===== config.mk =====
export PLATFORM = sky130hd
export DESIGN_NAME = dup_filter
export DESIGN_NICKNAME = d
export VERILOG_FILES = /design/src/rtl/noc_pkg.sv /design/src/rtl/dup_filter_cam.sv /design/src/rtl/dup_filter.sv
export SDC_FILE = /design/constraint.sdc
export NUM_CORES = 1
export LEC_CHECK = 0
export BUFFER_PORTS_ARGS = -buffer_cell sky130_fd_sc_hd__buf_2
export CAP_MARGIN = 40
export CORE_MARGIN = 3
export CORE_UTILIZATION = 30
export CTS_CLUSTER_DIAMETER = 60
export DETAILED_ROUTE_END_ITERATION = 10
export PLACE_DENSITY = 0.5
export REMOVE_ABC_BUFFERS = 1
export SYNTH_ARGS = -nofsm -noshare
export SYNTH_HDL_FRONTEND = slang
export SYNTH_SLANG_ARGS = --single-unit

===== constraint.sdc =====
create_clock -name clk -period 6.1 [get_ports clk]
set_input_delay 0.61 -clock clk [delete_from_list [all_inputs] [get_ports clk]]
set_output_delay 0.61 -clock clk [all_outputs]
set_load 0.1 [all_outputs]

===== src/rtl/noc_pkg.sv =====
// Shared mesh definitions: default flit/key widths and where the key sits within a flit.
package noc_pkg;

    localparam int NOC_DATA_W   = 8;
    localparam int NOC_KEY_W    = 8;
    localparam int FLIT_KEY_LSB = 0;

    typedef logic [NOC_DATA_W-1:0] flit_t;

endpackage


===== src/rtl/dup_filter_cam.sv =====
// Key history for dup_filter: DEPTH-entry FIFO-replaced key store with parallel match.
module dup_cam
    import noc_pkg::*;
#(
    parameter int KEY_W = NOC_KEY_W,
    parameter int DEPTH = 8
) (
    input  logic             clk,
    input  logic             rstn,
    input  logic [KEY_W-1:0] key_i,
    output logic             hit_o,
    input  logic             wr_en_i,
    input  logic [KEY_W-1:0] wr_key_i,
    input  logic             flush_i
);

    localparam int PTR_W = (DEPTH > 1) ? $clog2(DEPTH) : 1;

    logic [KEY_W-1:0] key_q [DEPTH];
    logic [DEPTH-1:0] vld_q;
    logic [DEPTH-1:0] vld_d;
    logic [PTR_W-1:0] wr_ptr_q;
    logic [PTR_W-1:0] wr_ptr_d;

    // Match uses only the registered table, so a key written this edge is visible next cycle.
    always_comb begin
        hit_o = 1'b0;
        for (int i = 0; i < DEPTH; i++) begin
            if (vld_q[i] && (key_q[i] == key_i)) begin
                hit_o = 1'b1;
            end
        end
    end

    always_comb begin
        vld_d    = vld_q;
        wr_ptr_d = wr_ptr_q;
        if (flush_i) begin
            vld_d    = '0;
            wr_ptr_d = '0;
        end else if (wr_en_i) begin
            vld_d[wr_ptr_q] = 1'b1;
            wr_ptr_d        = wr_ptr_q + 1'b1;
        end
    end

    always_ff @(posedge clk or negedge rstn) begin
        if (!rstn) begin
            vld_q    <= '0;
            wr_ptr_q <= '0;
        end else begin
            vld_q    <= vld_d;
            wr_ptr_q <= wr_ptr_d;
        end
    end

    always_ff @(posedge clk) begin
        if (wr_en_i && !flush_i) begin
            key_q[wr_ptr_q] <= wr_key_i;
        end
    end

endmodule


===== src/rtl/dup_filter.sv =====
// Duplicate-suppression stage in front of a node input port: drops flits whose key was
// recently seen and forwards new ones through a 1-deep registered ready/valid pipe.
module dup_filter
    import noc_pkg::*;
#(
    parameter int DATA_W = NOC_DATA_W,
    parameter int KEY_W  = NOC_KEY_W,
    parameter int DEPTH  = 8,
    parameter int CNT_W  = 16
) (
    input  logic              clk,
    input  logic              rstn,
    input  logic              i_valid,
    input  logic [DATA_W-1:0] i_data,
    output logic              o_ready,
    output logic              o_valid,
    output logic [DATA_W-1:0] o_data,
    input  logic              i_ready,
    input  logic              i_flush,
    output logic [CNT_W-1:0]  o_drop_cnt
);

    function automatic logic [CNT_W-1:0] sat_inc(input logic [CNT_W-1:0] v);
        return (&v) ? v : v + 1'b1;
    endfunction

    logic              vld_q;
    logic              vld_d;
    logic [DATA_W-1:0] data_q;
    logic [DATA_W-1:0] data_d;
    logic [CNT_W-1:0]  drop_cnt_q;
    logic [CNT_W-1:0]  drop_cnt_d;
    logic [KEY_W-1:0]  key;
    logic              hit;
    logic              accept;
    logic              miss;
    logic              drop;

    assign key     = i_data[FLIT_KEY_LSB +: KEY_W];
    assign o_ready = !vld_q || i_ready;
    assign accept  = i_valid && o_ready;
    // A flush in the accept cycle overrides any hit: the flit is forwarded, not recorded.
    assign miss    = accept && (!hit || i_flush);
    assign drop    = accept && hit && !i_flush;

    dup_cam #(
        .KEY_W (KEY_W),
        .DEPTH (DEPTH)
    ) u_cam (
        .clk      (clk),
        .rstn     (rstn),
        .key_i    (key),
        .hit_o    (hit),
        .wr_en_i  (miss),
        .wr_key_i (key),
        .flush_i  (i_flush)
    );

    always_comb begin
        vld_d      = vld_q;
        data_d     = data_q;
        drop_cnt_d = drop_cnt_q;
        if (miss) begin
            vld_d  = 1'b1;
            data_d = i_data;
        end else if (i_ready) begin
            vld_d  = 1'b0;
        end
        if (drop) begin
            drop_cnt_d = sat_inc(drop_cnt_q);
        end
    end

    always_ff @(posedge clk or negedge rstn) begin
        if (!rstn) begin
            vld_q      <= 1'b0;
            data_q     <= '0;
            drop_cnt_q <= '0;
        end else begin
            vld_q      <= vld_d;
            data_q     <= data_d;
            drop_cnt_q <= drop_cnt_d;
        end
    end

    assign o_valid    = vld_q;
    assign o_data     = data_q;
    assign o_drop_cnt = drop_cnt_q;

endmodule


==> qor.log, run 1 <==
INFO  placed_design  gp_congestion=0.766
INFO  yosys          yosys.cell_types.count=31
INFO  global_route   grt_pass1_wl=13.9mm
INFO  power_and_ir_drop power_per_cell_area=304mW/mm^2
INFO  global_route   globalRouteOverflowTotal=0
INFO  placed_design  port_buffers=38
INFO  sta            post-route-min-period=2.80ns
INFO  global_route   grt_pass1_vias=2410
INFO  clock_network  tritoncts=yes
INFO  hold_path      worstHoldPathType=input port to asynchronous set/reset pin
INFO  critical_path  crit_path_start_kind=input port
INFO  drt            drtIter0Drc=127
INFO  final_layout   area_growth_syn_to_layout=15.2%
INFO  floorplanning  die-width=126um
INFO  clock_network  cts_root_buf=sky130_fd_sc_hd__clkbuf_16
INFO  clock_network  postCtsSetupBuffers=0
INFO  critical_path  crit_required=6.11ns
INFO  sta            final_hold_viol_count=0
INFO  sta            rsz0062_at_grt=false
INFO  clock_network  clkSlewWorstSetupHoldPaths=0.07ns
INFO  clock_network  ctsLongestPathBuffers=2
INFO  clock_network  ctsHoldBuffers=0
INFO  yosys          synthesis.instances=298
INFO  sta            max_slew.worst_pin.slew=0.807ns
INFO  final_layout   fin_nets=349
INFO  placed_design  post-dp-hpwl=5.65mm
INFO  yosys          netlist_area=0.00434sqmm
INFO  sta            final.setup_skew=0.00830ns
INFO  drt            detailed_route_drc_error_count=0
INFO  final_layout   antenna-diode-count=0
INFO  clock_network  post_cts.resized_instances=0
INFO  final_layout   drive_gt1_share=17.4%
INFO  power_and_ir_drop p_leak=1.94nW
INFO  global_route   total_track_usage=11.5%
INFO  clock_network  cts_made_buffers=9
INFO  final_layout   fin_area=0.00499sqmm
INFO  drt            initial_drt_pass_iterations=4
INFO  final_layout   finished_core_util=35.7%
INFO  critical_path  worst_path_dominant_cell_family=simple AND/OR/NAND/NOR gates
INFO  drt            num_vias=2348
INFO  drt            postRouteWirelength=8.71mm
INFO  outcome        outcome=completed
INFO  sta            setup_tns=0ns
INFO  sta            slew-limit-headroom=46.1%
INFO  power_and_ir_drop vdd_ir_drop_max=0.142mV
INFO  critical_path  cpPeakStageDelay=0.46ns
INFO  critical_path  crit_path_class=input port to flip-flop
INFO  critical_path  cp_cell_sequence=buf_2 > xor2_1 > nor3_1 > nand4_1 > and4_4 > nand3_1 > nor2_1 > and3_1
INFO  global_route   antenna_found_initial=0
INFO  floorplanning  die_h=126um
INFO  yosys          ys_seq_area_share=65.1%
INFO  critical_path  path_max_fanout=17
INFO  drt            detail-route-antenna-nets=0
INFO  floorplanning  boundaryPins=39
INFO  drt            wl_per_cell=16.8um
INFO  yosys          synth.yosys.warnings=0
INFO  sta            finalSetupViolCount=0
INFO  clock_network  clk-insertion-delay-late=0.34ns
INFO  sta            maxSlewViolCount=0
INFO  critical_path  critical_path_arrival=2.80ns
INFO  yosys          postSynthAreaPerCell=14.5squm
INFO  flow_run       max_cap_viol_count=0
INFO  floorplanning  die_area=0.0159sqmm
INFO  clock_network  ctsHtreeMaxLevel=3
INFO  sta            clock.fmax=358MHz
INFO  global_route   grt_start_max_net_pins=30
INFO  placed_design  placed_cell_areas=0.00467sqmm
INFO  critical_path  setup.worst_path.end_class=flip-flop
INFO  final_layout   fillCellCount=1385
INFO  floorplanning  starting_density=31.0%
INFO  floorplanning  design.core.area=0.0140sqmm
INFO  drt            vias_per_cell=4.52
INFO  floorplanning  rows=43
INFO  critical_path  cpMaxStageDelayCell=sky130_fd_sc_hd__and3_1
INFO  critical_path  worstPathBufferInverterCount=1
INFO  clock_network  clock-sinks=100
INFO  sta            period_share=45.8%
INFO  yosys          yosys_register_bits=100
[layer usage]
layer	GRT usage (%)	wire, um	up-vias
met5	0	0	-
li1	-	-	1143
met2	16.7	4030	33
met1	16.7	4320	1166
met3	2.63	242	6
met4	4.42	112	0
[registers in the layout, summed over array words and instances, names as in the netlist]
name,count
u_cam.wr_ptr_q,3
o_valid,1
o_data,8
u_cam.key_q,64
u_cam.vld_q,8
o_drop_cnt,16
[where the power goes]
part	total, mW	internal [mW]	switching [mW]	leakage, nW
clock	0.616	0.362	0.254	0.158
sequential	0.747	0.738	0.00886	1.06
combinational	0.153	0.0321	0.121	0.728
[synthesized netlist by cell type]
master                     instances  area, sq um
sky130_fd_sc_hd__a211oi_4          1         20.0
sky130_fd_sc_hd__a21oi_2           1         8.76
sky130_fd_sc_hd__a22o_1            4         35.0
sky130_fd_sc_hd__a32o_1            4         40.0
sky130_fd_sc_hd__and2_1            9         56.3
sky130_fd_sc_hd__and3_1            8         50.1
sky130_fd_sc_hd__and4_1            1         8.76
sky130_fd_sc_hd__and4_4            2         22.5
sky130_fd_sc_hd__buf_2             5         25.0
sky130_fd_sc_hd__buf_4             1         7.51
sky130_fd_sc_hd__buf_6             5         56.3
sky130_fd_sc_hd__clkbuf_1          3         11.3
sky130_fd_sc_hd__dfrtp_1          36          901
sky130_fd_sc_hd__edfxtp_1         64         1920
sky130_fd_sc_hd__ha_1              2         25.0
sky130_fd_sc_hd__inv_1             3         11.3
sky130_fd_sc_hd__mux2_1            8         90.1
sky130_fd_sc_hd__mux2_2            1         11.3
sky130_fd_sc_hd__mux2i_1           1         10.0
sky130_fd_sc_hd__nand2_1           6         22.5
sky130_fd_sc_hd__nand2b_1          1         6.26
sky130_fd_sc_hd__nand3_1           5         25.0
sky130_fd_sc_hd__nand4_1          17          106
sky130_fd_sc_hd__nor2_1            6         22.5
sky130_fd_sc_hd__nor2b_1           3         18.8
sky130_fd_sc_hd__nor3_1           10         50.1
sky130_fd_sc_hd__nor4_1            8         50.1
sky130_fd_sc_hd__o21ai_0           1         5.00
sky130_fd_sc_hd__o31ai_1           1         7.51
sky130_fd_sc_hd__xnor2_1          23          201
sky130_fd_sc_hd__xor2_1           58          508
[layout make-up]
| cell class | instances | area, sq um | area share (%) |
|---|---|---|---|
| tap | 180 | 225 | 4.51 |
| clock buffer | 9 | 225 | 4.51 |
| multi-input combinational | 181 | 1400 | 28.1 |
| sequential | 100 | 2820 | 56.5 |
| inverter | 3 | 11.3 | 0.225 |
| timing repair buffer | 39 | 210 | 4.21 |
| clock inverter | 7 | 98.8 | 1.98 |
[stage by stage]
stage,power (mW),worst slack [ns],std cells,hold slack (ns)
floorplan,0.864,3.02,284,0.314
global placement,0.915,2.92,502,0.468
detailed placement,0.917,2.90,503,0.469
CTS,1.53,3.27,519,0.105
global route,1.57,3.08,519,0.114
finish,1.52,3.30,519,0.111
[worst reg2reg max path: stages, from the launching register on]
cell and delay (ns):
sky130_fd_sc_hd__edfxtp_1 0.38, sky130_fd_sc_hd__xor2_1 0.15, sky130_fd_sc_hd__nor4_1 0.38, sky130_fd_sc_hd__nand4_1 0.20, sky130_fd_sc_hd__and4_4 0.26, sky130_fd_sc_hd__a211oi_4 0.60, sky130_fd_sc_hd__mux2_2 0.41
[cell usage in the layout, fill, tap and decap left out]
| master | n |
|---|---|
| sky130_fd_sc_hd__mux2_2 | 1 |
| sky130_fd_sc_hd__ha_1 | 2 |
| sky130_fd_sc_hd__a21oi_2 | 1 |
| sky130_fd_sc_hd__nor2_1 | 6 |
| sky130_fd_sc_hd__xnor2_1 | 23 |
| sky130_fd_sc_hd__a211oi_4 | 1 |
| sky130_fd_sc_hd__inv_6 | 1 |
| sky130_fd_sc_hd__o31ai_1 | 1 |
| sky130_fd_sc_hd__xor2_1 | 58 |
| sky130_fd_sc_hd__inv_1 | 3 |
| sky130_fd_sc_hd__and2_1 | 9 |
| sky130_fd_sc_hd__edfxtp_1 | 64 |
| sky130_fd_sc_hd__nand4_1 | 17 |
| sky130_fd_sc_hd__nand3_1 | 5 |
| sky130_fd_sc_hd__nor3_1 | 10 |
| sky130_fd_sc_hd__a22o_1 | 4 |
| sky130_fd_sc_hd__buf_12 | 1 |
| sky130_fd_sc_hd__nand2b_1 | 1 |
| sky130_fd_sc_hd__a32o_1 | 4 |
| sky130_fd_sc_hd__nor2b_1 | 3 |
| sky130_fd_sc_hd__clkinv_4 | 3 |
| sky130_fd_sc_hd__nor4_1 | 8 |
| sky130_fd_sc_hd__clkinv_1 | 1 |
| sky130_fd_sc_hd__buf_2 | 38 |
| sky130_fd_sc_hd__and4_4 | 2 |
| sky130_fd_sc_hd__clkbuf_16 | 9 |
| sky130_fd_sc_hd__mux2i_1 | 1 |
| sky130_fd_sc_hd__dfrtp_1 | 36 |
| sky130_fd_sc_hd__mux2_1 | 8 |
| sky130_fd_sc_hd__bufinv_16 | 2 |
| sky130_fd_sc_hd__and3_1 | 8 |
| sky130_fd_sc_hd__o21ai_0 | 1 |
| sky130_fd_sc_hd__and4_1 | 1 |
| sky130_fd_sc_hd__nand2_1 | 6 |
[path summary, 6_finish.rpt]
| kind | slack, ns | to | cells after the start | startpoint |
|---|---|---|---|---|
| setup / recovery | 3.30 | u_cam.key_q[3][1] | 8 | i_data[7] |
| min in group clk | 0.48 | o_data[4] | 1 | o_data[4] |
| setup reg to reg | 3.61 | o_drop_cnt[1] | 6 | u_cam.key_q[3][2] |
| hold / removal | 0.11 | o_drop_cnt[0] | 1 | rstn |
| max in group asynchronous | 5.56 | u_cam.vld_q[1] | 2 | rstn |
| hold reg to reg | 0.48 | o_data[4] | 1 | o_data[4] |
[logic make-up after synthesis]
kind of cell	count (synthesis)	share of synthesized area, %
AOI/OAI and AO/OA	12	2.68
xor gates and xnor gates	81	16.4
adders and majority gates	2	0.577
buffers and inverters	17	2.57
DFF	100	65.1
muxes	10	2.57
and+or+nand+nor	76	10.1
(Power assumes the default switching activity.)
==> inputs of run 2 (changes only) <==
Settings changed: ABC_AREA set to 1.
Clock period 6.1 ns to 2.91 ns, I/O delays scaled along.
==> qor.log, run 2 <==
INFO  clock_network  cts_made_buffers=9 [unchanged]
INFO  floorplanning  design.core.area=0.0162sqmm [was 0.0140 sq mm]
INFO  placed_design  gp_congestion=0.847 [was 0.766]
INFO  global_route   grt_start_max_net_pins=23 [was 30]
INFO  final_layout   area.sequential=0.00282sqmm [unchanged]
INFO  sta            clock.fmax=470MHz
INFO  outcome        outcome=completed [unchanged]
INFO  final_layout   area_growth_syn_to_layout=14.6% [was 15.2%]
INFO  sta            setup_tns=0ns [unchanged]
INFO  sta            maxSlewViolCount=0 [unchanged]
INFO  sta            rsz0062_at_grt=false [unchanged]
INFO  yosys          netlist_area=0.00507sqmm [was 0.00434 sq mm]
INFO  critical_path  crit_path_class=flip-flop to flip-flop [was input port to flip-flop]
INFO  clock_network  ctsLongestPathBuffers=2 [unchanged]
INFO  critical_path  crit_path_start_kind=flip-flop [was input port]
INFO  floorplanning  die-width=136um [was 126 um]
INFO  critical_path  cpMaxStageDelayCell=sky130_fd_sc_hd__edfxtp_1 [was sky130_fd_sc_hd__and3_1]
INFO  sta            final.setup_skew=0.00963ns [was 0.00830 ns]
INFO  hold_path      terminating_pin_of_the_worst_hold_path=o_valid
INFO  power_and_ir_drop vdd_ir_drop_max=0.321mV [was 0.142 mV]
INFO  floorplanning  die_h=136um [was 126 um]
INFO  drt            drtIter0Drc=221 [was 127]
INFO  global_route   globalRouteOverflowTotal=0 [unchanged]
INFO  yosys          biggest_area_contributors_in_the_synthesized_netlist=sky130_fd_sc_hd__edfxtp_1, sky130_fd_sc_hd__dfrtp_1, sky130_fd_sc_hd__nand2_1 [was sky130_fd_sc_hd__edfxtp_1, sky130_fd_sc_hd__dfrtp_1, sky130_fd_sc_hd__xor2_1]
INFO  critical_path  worstRegToRegCells=10 [was 6]
INFO  yosys          postSynthAreaPerCell=9.01squm [was 14.5 sq um]
INFO  clock_network  ctsHtreeMaxLevel=3 [unchanged]
INFO  critical_path  startpoint=u_cam.key_q[4][0] [was i_data[7]]
INFO  power_and_ir_drop power_per_cell_area=548mW/mm^2 [was 304 mW/mm^2]
INFO  sta            finalSetupViolCount=0 [unchanged]
INFO  yosys          asyncSetResetFlopFracSynth=36.0% [unchanged]
INFO  clock_network  cts_root_buf=sky130_fd_sc_hd__clkbuf_16 [unchanged]
INFO  floorplanning  starting_density=31.2% [was 31.0%]
INFO  yosys          ys_seq_area_share=55.7% [was 65.1%]
INFO  yosys          synth_common_cells=sky130_fd_sc_hd__nand2_1, sky130_fd_sc_hd__inv_1, sky130_fd_sc_hd__edfxtp_1 [was sky130_fd_sc_hd__edfxtp_1, sky130_fd_sc_hd__xor2_1, sky130_fd_sc_hd__dfrtp_1]
INFO  critical_path  setup.worst_path.end_class=flip-flop [unchanged]
INFO  drt            vias_per_cell=4.44 [was 4.52]
INFO  power_and_ir_drop p_leak=2.74nW [was 1.94 nW]
INFO  critical_path  worst_r2r_startpoint=u_cam.key_q[4][0] [was u_cam.key_q[3][2]]
INFO  flow_run       max_cap_viol_count=0 [unchanged]
INFO  power_and_ir_drop totalPowerFinal=3.19mW [was 1.52 mW]
INFO  final_layout   drive_gt1_share=15.7% [was 17.4%]
INFO  clock_network  clock-sinks=100 [unchanged]
INFO  clock_network  post_cts.resized_instances=0 [unchanged]
INFO  yosys          synthesis.instances=563 [was 298]
INFO  critical_path  worst_path_dominant_cell_family=simple AND/OR/NAND/NOR gates [unchanged]
INFO  final_layout   mostFrequentLayoutCell=sky130_fd_sc_hd__nand2_1 [was sky130_fd_sc_hd__edfxtp_1]
INFO  placed_design  post-dp-hpwl=8.22mm [was 5.65 mm]
INFO  final_layout   finished_core_util=35.8% [was 35.7%]
INFO  critical_path  crit_required=2.94ns [was 6.11 ns]
INFO  final_layout   multi_input_comb_area=0.00182sqmm [was 0.00140 sq mm]
INFO  final_layout   largest_register_ffs=64 [unchanged]
INFO  floorplanning  die_area=0.0185sqmm [was 0.0159 sq mm]
INFO  yosys          synth_top_cell_area_share=37.9% [was 44.3%]
INFO  yosys          synth.yosys.warnings=0 [unchanged]
INFO  floorplanning  rows=46 [was 43]
INFO  sta            post-route-min-period=2.13ns
INFO  hold_path      worstHoldStart=i_ready
INFO  global_route   grt_pass1_vias=3695 [was 2410]
INFO  global_route   total_track_usage=13.5% [was 11.5%]
INFO  drt            detail-route-antenna-nets=0 [unchanged]
INFO  yosys          ys_dominant_reg_cell=sky130_fd_sc_hd__edfxtp_1 [unchanged]
INFO  sta            final_hold_viol_count=0 [unchanged]
INFO  placed_design  dp_cells=810 [was 503]
INFO  final_layout   antenna-diode-count=0 [unchanged]
INFO  yosys          biggest_area_consumer_among_synthesized_cells=sky130_fd_sc_hd__edfxtp_1 [unchanged]
INFO  critical_path  cp_cell_sequence=or2_1 > nand3_1 > nor2_1 > nand3_1 > nand2_1 > nor2_1 > nand2_4 > nand2_4 > nand4_1 > inv_1 [was buf_2 > xor2_1 > nor3_1 > nand4_1 > and4_4 > nand3_1 > nor2_1 > and3_1]
INFO  critical_path  critical_path_arrival=2.16ns [was 2.80 ns]
INFO  final_layout   layoutNonFillerInstCount=827 [was 519]
INFO  final_layout   max_flop_register=u_cam.key_q [unchanged]
INFO  drt            num_vias=3669 [was 2348]
INFO  final_layout   fin_nets=621 [was 349]
INFO  yosys          yosys_register_bits=100 [unchanged]
INFO  hold_path      min_path_cells=4
INFO  critical_path  path_max_fanout=12 [was 17]
INFO  clock_network  clkSlewWorstSetupHoldPaths=0.07ns [about the same]
INFO  placed_design  port_buffers=38 [unchanged]
INFO  critical_path  cpPeakStageDelay=0.40ns [was 0.46 ns]
INFO  sta            slew-limit-headroom=60.8% [was 46.1%]
INFO  clock_network  tritoncts=yes [unchanged]
INFO  sta            hold-worst-slack=0.209ns [was 0.111 ns]
INFO  drt            wl_per_cell=14.2um [was 16.8 um]
INFO  hold_path      worstHoldPathType=input port to flip-flop [was input port to asynchronous set/reset pin]
INFO  clock_network  clk-insertion-delay-late=0.35ns [was 0.34 ns]
INFO  global_route   antenna_found_initial=0 [unchanged]
INFO  final_layout   fillCellCount=1664 [was 1385]
INFO  yosys          yosys.cell_types.count=34 [was 31]
INFO  sta            period_share=73.1%
INFO  yosys          yosysMostFrequentCell=sky130_fd_sc_hd__nand2_1 [was sky130_fd_sc_hd__edfxtp_1]
INFO  floorplanning  boundaryPins=39 [unchanged]
INFO  drt            postRouteWirelength=11.7mm [was 8.71 mm]
INFO  final_layout   layout.cells.most_common_list=sky130_fd_sc_hd__nand2_1, sky130_fd_sc_hd__inv_1, sky130_fd_sc_hd__edfxtp_1 [was sky130_fd_sc_hd__edfxtp_1, sky130_fd_sc_hd__xor2_1, sky130_fd_sc_hd__buf_2]
INFO  drt            initial_drt_pass_iterations=4 [unchanged]
INFO  critical_path  regToRegSetupSlack=0.78ns [was 3.61 ns]
INFO  global_route   grt_pass1_wl=19.2mm [was 13.9 mm]
INFO  critical_path  reg2reg_to=u_cam.key_q[6][3] [was o_drop_cnt[1]]
INFO  drt            detailed_route_drc_error_count=0 [unchanged]
INFO  critical_path  worstPathBufferInverterCount=1 [unchanged]
INFO  yosys          number_of_flops_mapped_to_enable_cells_by_yosys=64 [unchanged]
INFO  sta            max_slew.worst_pin.slew=0.583ns [was 0.807 ns]
## run 2: final cells by class
cell class                      instances  share of cell area [%]
Timing Repair Buffer                   49                    4.95
Clock inverter                          7                    1.42
Sequential cell                       100                    48.6
Clock buffer                            9                    3.88
Inverter                               81                    5.23
Tap cell                              216                    4.65
Multi-Input combinational cell        365                    31.3
## run 2: metal layers
layer	wire length (um)	vias to the layer above	track usage [%]
met2	5360	59	22.2
met4	136	0	3.36
met5	0	-	0
li1	-	1870	-
met1	5810	1730	17.6
met3	442	10	3.70
## run 2: how the worst max path moves through the flow
stage / slack (ns) / end / cells past startpoint
global route: 0.59 / u_cam.key_q[4][4] / 13
detailed placement: 0.47 / u_cam.key_q[4][2] / 11
floorplan: 0.45 / u_cam.key_q[0][0] / 3
CTS: 0.79 / u_cam.key_q[4][1] / 10
global placement: 0.51 / u_cam.key_q[0][4] / 11
finish: 0.78 / u_cam.key_q[6][3] / 10
## run 2: kinds of logic (layout without fill, tap and decap cells)
| family | count (synthesis) | after routing | synth area share (%) |
|---|---|---|---|
| AO/OA/AOI/OAI | 24 | 24 | 3.33 |
| flip-flops | 100 | 100 | 55.7 |
| buffers and inverters | 98 | 146 | 8.46 |
| AND/OR/NAND/NOR | 309 | 309 | 26.9 |
| XOR/XNOR | 30 | 30 | 5.18 |
| adder cells (fa/ha/maj) | 2 | 2 | 0.493 |
## run 2: worst min-delay path: stages
cell and delay [ns]:
sky130_fd_sc_hd__buf_2 0.08, sky130_fd_sc_hd__inv_1 0.04, sky130_fd_sc_hd__nand2_1 0.06, sky130_fd_sc_hd__nand2_1 0.05
## run 2: report_power, final
part           leakage, nW  total [mW]  switching [mW]  internal, mW
Combinational         1.52       0.370           0.292        0.0778
Sequential            1.06        1.57          0.0225          1.55
Clock                0.149        1.25           0.565         0.680
## run 2: through the flow
stage               worst slack, ns  cell area [sq um]
floorplan                     0.451               4950
global placement              0.505               5470
detailed placement            0.467               5490
CTS                           0.788               5810
global route                  0.587               5810
finish                        0.782               5810
## run 2: repair_timing
| item | CTS | global route |
|---|---|---|
| hold buffers | 1 | 0 |
| buffers inserted | 0 | 0 |
| hold endpoints to repair | 14 | 0 |
